**src/rtl/frame_cfg_pkg.sv**
```systemverilog
// Shared definitions for the column frame writer: FSM states, header field layout
// and the broadcast column ID.
package frame_cfg_pkg;

  typedef enum logic [2:0] {
    ST_IDLE,
    ST_LOAD,
    ST_SETUP,
    ST_STROBE,
    ST_HOLD
  } state_t;

  localparam int HDR_IDX_LSB = 0;
  localparam int HDR_IDX_W   = 5;
  localparam int HDR_COL_LSB = 8;
  localparam int HDR_COL_W   = 5;
  localparam int HDR_PAR_BIT = 15;

  localparam logic [4:0] BROADCAST_COL = 5'd31;

  // A frame belongs to this column when addressed directly or by broadcast.
  function automatic logic col_hit(input logic [4:0] col, input logic [4:0] id);
    return (col == id) || (col == BROADCAST_COL);
  endfunction

endpackage

```
**src/rtl/frame_strobe_decode.sv**
```systemverilog
// Registered one-hot FrameStrobe decoder with a combinational out-of-range flag
// for frame indices beyond the strobe chain.
module frame_strobe_decode #(
  parameter int MaxFramesPerCol = 20
) (
  input  logic                       clk,
  input  logic                       rst,
  input  logic [4:0]                 idx,
  input  logic                       en,
  output logic [MaxFramesPerCol-1:0] strobe,
  output logic                       out_of_range
);

  assign out_of_range = (int'(idx) >= MaxFramesPerCol);

  // Registered stage: strobe_p1 is the FrameStrobe pulse itself
  always_ff @(posedge clk) begin
    if (rst) begin
      strobe <= '0;
    end else begin
      for (int i = 0; i < MaxFramesPerCol; i++) begin
        strobe[i] <= en && !out_of_range && (int'(idx) == i);
      end
    end
  end

endmodule

```
**src/rtl/frame_strobe_driver.sv**
```systemverilog
// Per-column configuration frame writer: header + NumberOfRows data words, then one
// FrameStrobe pulse. Define FRAME_PARITY_EN to check header bit 15 as frame even parity.
module frame_strobe_driver
  import frame_cfg_pkg::*;
#(
  parameter int MaxFramesPerCol = 20,
  parameter int FrameBitsPerRow = 32,
  parameter int NumberOfRows    = 16,
  parameter int ColumnID        = 0
) (
  input  logic                                    UserCLK,
  input  logic                                    rst,
  input  logic                                    w_valid,
  output logic                                    w_ready,
  input  logic                                    w_hdr,
  input  logic [FrameBitsPerRow-1:0]              w_data,
  output logic [NumberOfRows*FrameBitsPerRow-1:0] FrameData,
  output logic [MaxFramesPerCol-1:0]              FrameStrobe,
  output logic                                    busy,
  output logic                                    err
);

  localparam int         CNT_W  = $clog2(NumberOfRows + 1);
  localparam logic [4:0] COL_ID = 5'(ColumnID);

  state_t           state, state_nxt;
  logic [CNT_W-1:0] row_cnt;
  logic [4:0]       frame_idx;
  logic [4:0]       hdr_col;
  logic             xfer, hdr_xfer, data_xfer;
  logic             col_match, last_row, row_we;
  logic             strobe_vld_p0;
  logic             oor;
  logic             par_bad;
  logic             err_nxt;

  assign w_ready   = (state == ST_IDLE) || (state == ST_LOAD);
  assign busy      = (state != ST_IDLE);
  assign xfer      = w_valid && w_ready;
  assign hdr_xfer  = xfer && w_hdr;
  assign data_xfer = xfer && !w_hdr;
  assign col_match = col_hit(hdr_col, COL_ID);
  assign last_row  = (row_cnt == CNT_W'(NumberOfRows - 1));

`ifdef FRAME_PARITY_EN
  logic par_exp;
  logic par_acc;

  always_ff @(posedge UserCLK) begin
    if (hdr_xfer) begin
      par_exp <= w_data[HDR_PAR_BIT];
      par_acc <= 1'b0;
    end else if (state == ST_LOAD && data_xfer) begin
      par_acc <= par_acc ^ (^w_data);
    end
  end

  assign par_bad = (par_acc != par_exp);
`else
  assign par_bad = 1'b0;
`endif

  always_ff @(posedge UserCLK) begin
    if (rst) state <= ST_IDLE;
    else     state <= state_nxt;
  end

  always_comb begin
    state_nxt     = state;
    row_we        = 1'b0;
    err_nxt       = 1'b0;
    strobe_vld_p0 = 1'b0;
    case (state)
      ST_IDLE: begin
        if (hdr_xfer)       state_nxt = ST_LOAD;
        else if (data_xfer) err_nxt   = 1'b1;
      end
      ST_LOAD: begin
        // A header mid-frame restarts loading; rows already written are kept.
        if (hdr_xfer) begin
          err_nxt = 1'b1;
        end else if (data_xfer) begin
          row_we = col_match;
          if (last_row) state_nxt = ST_SETUP;
        end
      end
      ST_SETUP: begin
        state_nxt     = ST_STROBE;
        strobe_vld_p0 = col_match && !par_bad;
        err_nxt       = col_match && (oor || par_bad);
      end
      ST_STROBE: state_nxt = ST_HOLD;
      ST_HOLD:   state_nxt = ST_IDLE;
      default:   state_nxt = ST_IDLE;
    endcase
  end

  always_ff @(posedge UserCLK) begin
    if (rst) begin
      row_cnt <= '0;
      err     <= 1'b0;
    end else begin
      err <= err_nxt;
      if (hdr_xfer)                            row_cnt <= '0;
      else if (state == ST_LOAD && data_xfer)  row_cnt <= row_cnt + 1'b1;
    end
  end

  always_ff @(posedge UserCLK) begin
    if (hdr_xfer) begin
      frame_idx <= w_data[HDR_IDX_LSB +: HDR_IDX_W];
      hdr_col   <= w_data[HDR_COL_LSB +: HDR_COL_W];
    end
  end

  always_ff @(posedge UserCLK) begin
    if (rst) begin
      FrameData <= '0;
    end else if (row_we) begin
      for (int r = 0; r < NumberOfRows; r++) begin
        if (row_cnt == CNT_W'(r)) FrameData[r*FrameBitsPerRow +: FrameBitsPerRow] <= w_data;
      end
    end
  end

  // SETUP -> STROBE boundary: decoder registers the pulse for the STROBE cycle
  frame_strobe_decode #(
    .MaxFramesPerCol(MaxFramesPerCol)
  ) u_decode (
    .clk          (UserCLK),
    .rst          (rst),
    .idx          (frame_idx),
    .en           (strobe_vld_p0),
    .strobe       (FrameStrobe),
    .out_of_range (oor)
  );

endmodule

```
**config.mk**
```make
export PLATFORM = sky130hd
export DESIGN_NAME = frame_strobe_driver
export DESIGN_NICKNAME = d
export VERILOG_FILES = /design/src/rtl/frame_cfg_pkg.sv /design/src/rtl/frame_strobe_decode.sv /design/src/rtl/frame_strobe_driver.sv
export SDC_FILE = /design/constraint.sdc
export NUM_CORES = 1
export LEC_CHECK = 0
export ABC_CLOCK_PERIOD_IN_PS = 2000
export CORE_MARGIN = 2
export CORE_UTILIZATION = 45
export CTS_BUF_LIST = sky130_fd_sc_hd__clkbuf_4
export CTS_CLUSTER_SIZE = 12
export DETAILED_ROUTE_END_ITERATION = 8
export GPL_TIMING_DRIVEN = 0
export PLACE_DENSITY_LB_ADDON = 0.3
export SLEW_MARGIN = 5
export SYNTH_ARGS = -nofsm -noshare
export SYNTH_HDL_FRONTEND = slang
export SYNTH_SLANG_ARGS = --single-unit
```
**constraint.sdc**
```tcl
create_clock -name UserCLK -period 2 [get_ports UserCLK]
set_input_delay 0.6 -clock UserCLK [delete_from_list [all_inputs] [get_ports UserCLK]]
set_output_delay 0.6 -clock UserCLK [all_outputs]
set_load 0.1 [all_outputs]
```
==> metrics.md <==
| Metric | Value |
|---|---|
| Max Fclk | `between 0.3 and 0.4 GHz` |
| Layout cells sized above 1 | `a little under three fifths` |
| RSZ-0062 raised after global routing | `yes` |
| Synth top area share | `50.2%` |
| Clock latency at the later pin of the worst-skew pair | `approximately 0.99 ns` |
| WL final | `around 100,000 microns` |
| Yosys warning count | `0` |
| Final WS setup | `-0.565 ns` |
| Grt ovf | `0` |
| Final Hold Vio Count | `0` |
| Worst-margin pin slew | `slightly above 1 ns` |
| Vias/cell | `around 5.6` |
| Post-layout min period | `roughly 2.6 ns` |
| First DRT Iteration DRCs | `between 1,500 and 2,000` |
| DR pass1 iterations | `5` |
| Avg Inst Size Synth | `11.3 sq um` |
| CTS Buf Count | `144` |
| Synth top area cells | `dfxtp_1, mux2i_1, nand2b_1` |
| CP arrival | `around 2.0 ns` |
| Synth Register Bits | `551` |
| Hold_buf cts | `0` |
| Worst setup path class | `flip-flop to output port` |
| Worst EP required | `1.40 ns` |
| First-pass GRT wire length | `129,000 microns` |
| Total track usage | `between 30% and 40%` |
| Port Buf Inserts | `~570` |
| Die height | `roughly 220 microns` |
| Static Leak | `0.0184 uW` |
| HP Class | `input pin to flip-flop` |
| Antenna violations before repair | `6` |
| CTS root buf | `clkbuf_4` |
| Starting utilization of the core area | `roughly 45%` |
| Vias in the first global route | `around 20,000` |
| Die X | `about 220 microns` |
| Fin util | `around 83%` |
| Syn nets | `1,943` |
| Startpoint types | `flip-flop` |
| Critical path peak fanout | `10` |
| Clk pin slew, worst setup/hold paths | `~0.07 ns` |
| Post-Syn Area | `around 0.022 sq mm` |
| Routability Congestion | `0.848` |
| Most frequent cells in the layout | `buf_12, nand2b_1, mux2i_1` |
| Status | `finished, violations left` |
| Largest net degree at the start of global routing | `17` |
| Area growth, synth to finish | `83.4%` |
| # rows | `80` |
| Power Density | `approximately 560 mW/mm^2` |
| Final HPWL DP | `53,900 microns` |
| Flop2flop setup slack | `-0.37 ns` |
| Max-slew violations | `0` |
| H-tree levels | `4` |
| Commonest non-fill, non-tap cell in the layout | `buf_12` |
| # setup viols final | `1,068` |
| Final nets | `approximately 3,000` |
| Worst VDD drop | `between 0.0005 and 0.0006 V` |
| Worst setup EP type | `output port` |
| Register-to-Register Path Depth | `8` |
| Slew HR | `approximately 31%` |
| Total die area | `between 0.04 and 0.05 sq mm` |
| Area of the core | `0.0475 sq mm` |
| Max cap viols | `0` |
| Fin Hold WS | `approximately 0.24 ns` |
| Maximum clock path buffer count | `3` |
| Failing checks | `setup timing` |
| Setup Skew | `~0.077 ns` |
| Cells after Synth | `around 1,900` |
| DRC Markers | `0` |
| I/O Pins | `~570` |
| Yosys cell types | `38` |
| DR vias | `between 20,000 and 25,000` |
| WL/cell | `just under 30 microns` |
| Synth area leader | `dfxtp_1` |
| CTS tree | `yes` |
| Pwr Total | `approximately 22,000 uW` |
| TritonCTS Sinks | `551` |
| Share of the yosys chip area belonging to registers | `51.6%` |
| Worst hold path depth | `1` |
| Fin crit share | `128%` |
| Post-DRT Antenna Nets | `0` |
==> path summary, 6_finish.rpt <==
check                                   from                         end
setup / recovery       state[2]$_SDFFE_PP0P_                        busy
hold / removal                     w_data[3]      frame_idx[3]$_DFFE_PP_
setup reg to reg        hdr_col[0]$_DFFE_PP_  FrameData[22]$_SDFFE_PP0P_
hold reg to reg   FrameData[32]$_SDFFE_PP0P_  FrameData[32]$_SDFFE_PP0P_
==> worst max-delay path: stages, from the launching register on <==
cell and delay (ns):
dfxtp_2 0.40, or3_4 0.43, buf_12 0.18
==> metrics by stage <==
step | setup TNS (ns) | std cells | instance area [sq um] | setup WS (ns)
2_1_floorplan | 0 | 1902 | 21600 | 0.0171
3_3_place_gp | -498.25 | 3086 | 28000 | -1.22
3_5_place_dp | -517.99 | 3086 | 28000 | -1.29
4_1_cts | -198.49 | 3418 | 36600 | -0.707
5_1_grt | -208.72 | 3595 | 39500 | -0.651
6_report | -155.89 | 3595 | 39500 | -0.565
==> registers in the layout, indices dropped and copies added, names as in the netlist <==
register / count
FrameData: 512
err: 1
frame_idx: 5
hdr_col: 5
row_cnt: 5
state: 3
u_decode.strobe: 20
==> layer usage <==
layer / track usage [%] / wire length [microns] / up-vias
li1: - / - / 8300
met1: 37.3 / 36900 / 9906
met2: 59.8 / 50100 / 1408
met3: 11.8 / 9220 / 512
met4: 22.9 / 8450 / 0
met5: 0 / 0 / -
==> power by group <==
group          leakage, uW  switching, uW  internal, uW  total, uW
logic               0.0127            672           372       1040
registers          0.00476           17.4         10900      10900
clock network      0.00103           5400          4840      10200
==> cell usage after synthesis (all sizes together) <==
| library cell | number |
|---|---|
| a2111oi | 2 |
| a211oi | 1 |
| a21oi | 3 |
| a22oi | 1 |
| and2 | 4 |
| and3 | 2 |
| and3b | 1 |
| and4 | 2 |
| buf | 55 |
| clkbuf | 130 |
| dfxtp | 541 |
| edfxtp | 10 |
| ha | 5 |
| inv | 3 |
| mux2i | 513 |
| nand2 | 3 |
| nand2b | 546 |
| nand3 | 4 |
| nand4 | 18 |
| nand4b | 1 |
| nor2 | 30 |
| nor2b | 10 |
| nor3 | 4 |
| nor3b | 1 |
| nor4 | 1 |
| o2111a | 1 |
| o21ai | 1 |
| or2 | 1 |
| or3 | 3 |
| or4 | 1 |
| xnor2 | 2 |
| xor2 | 2 |
==> logic make-up after synthesis <==
| family | Yosys count | synth area share (%) |
|---|---|---|
| mux | 513 | 23.9 |
| buf+inv | 188 | 4.77 |
| flops | 551 | 51.6 |
| simple gates | 632 | 19.0 |
| compound gates | 9 | 0.296 |
| fa+ha+maj | 5 | 0.290 |
| xor+xnor | 4 | 0.163 |
==> timing repair <==
| item | in CTS | in global routing |
|---|---|---|
| resized for setup | 5402 | 255 |
| gates cloned | 0 | 38 |
| pin swaps | 5 | 7 |
| setup endpoints to repair | 1023 | 1041 |
| buffers inserted | 96 | 133 |
==> cell type report <==
class | instances | area [sq um]
diodes | 7 | 17.5
repair buffers | 836 | 13900
plain buffers | 183 | 1570
flip-flops and latches | 551 | 12100
clock buffers | 207 | 1550
well taps | 615 | 769
multi-input cells | 1163 | 9510
inverters | 3 | 11.3
clock inverters | 30 | 141
fillers | 2101 | 8010
Power figures use the tool's default switching activity.
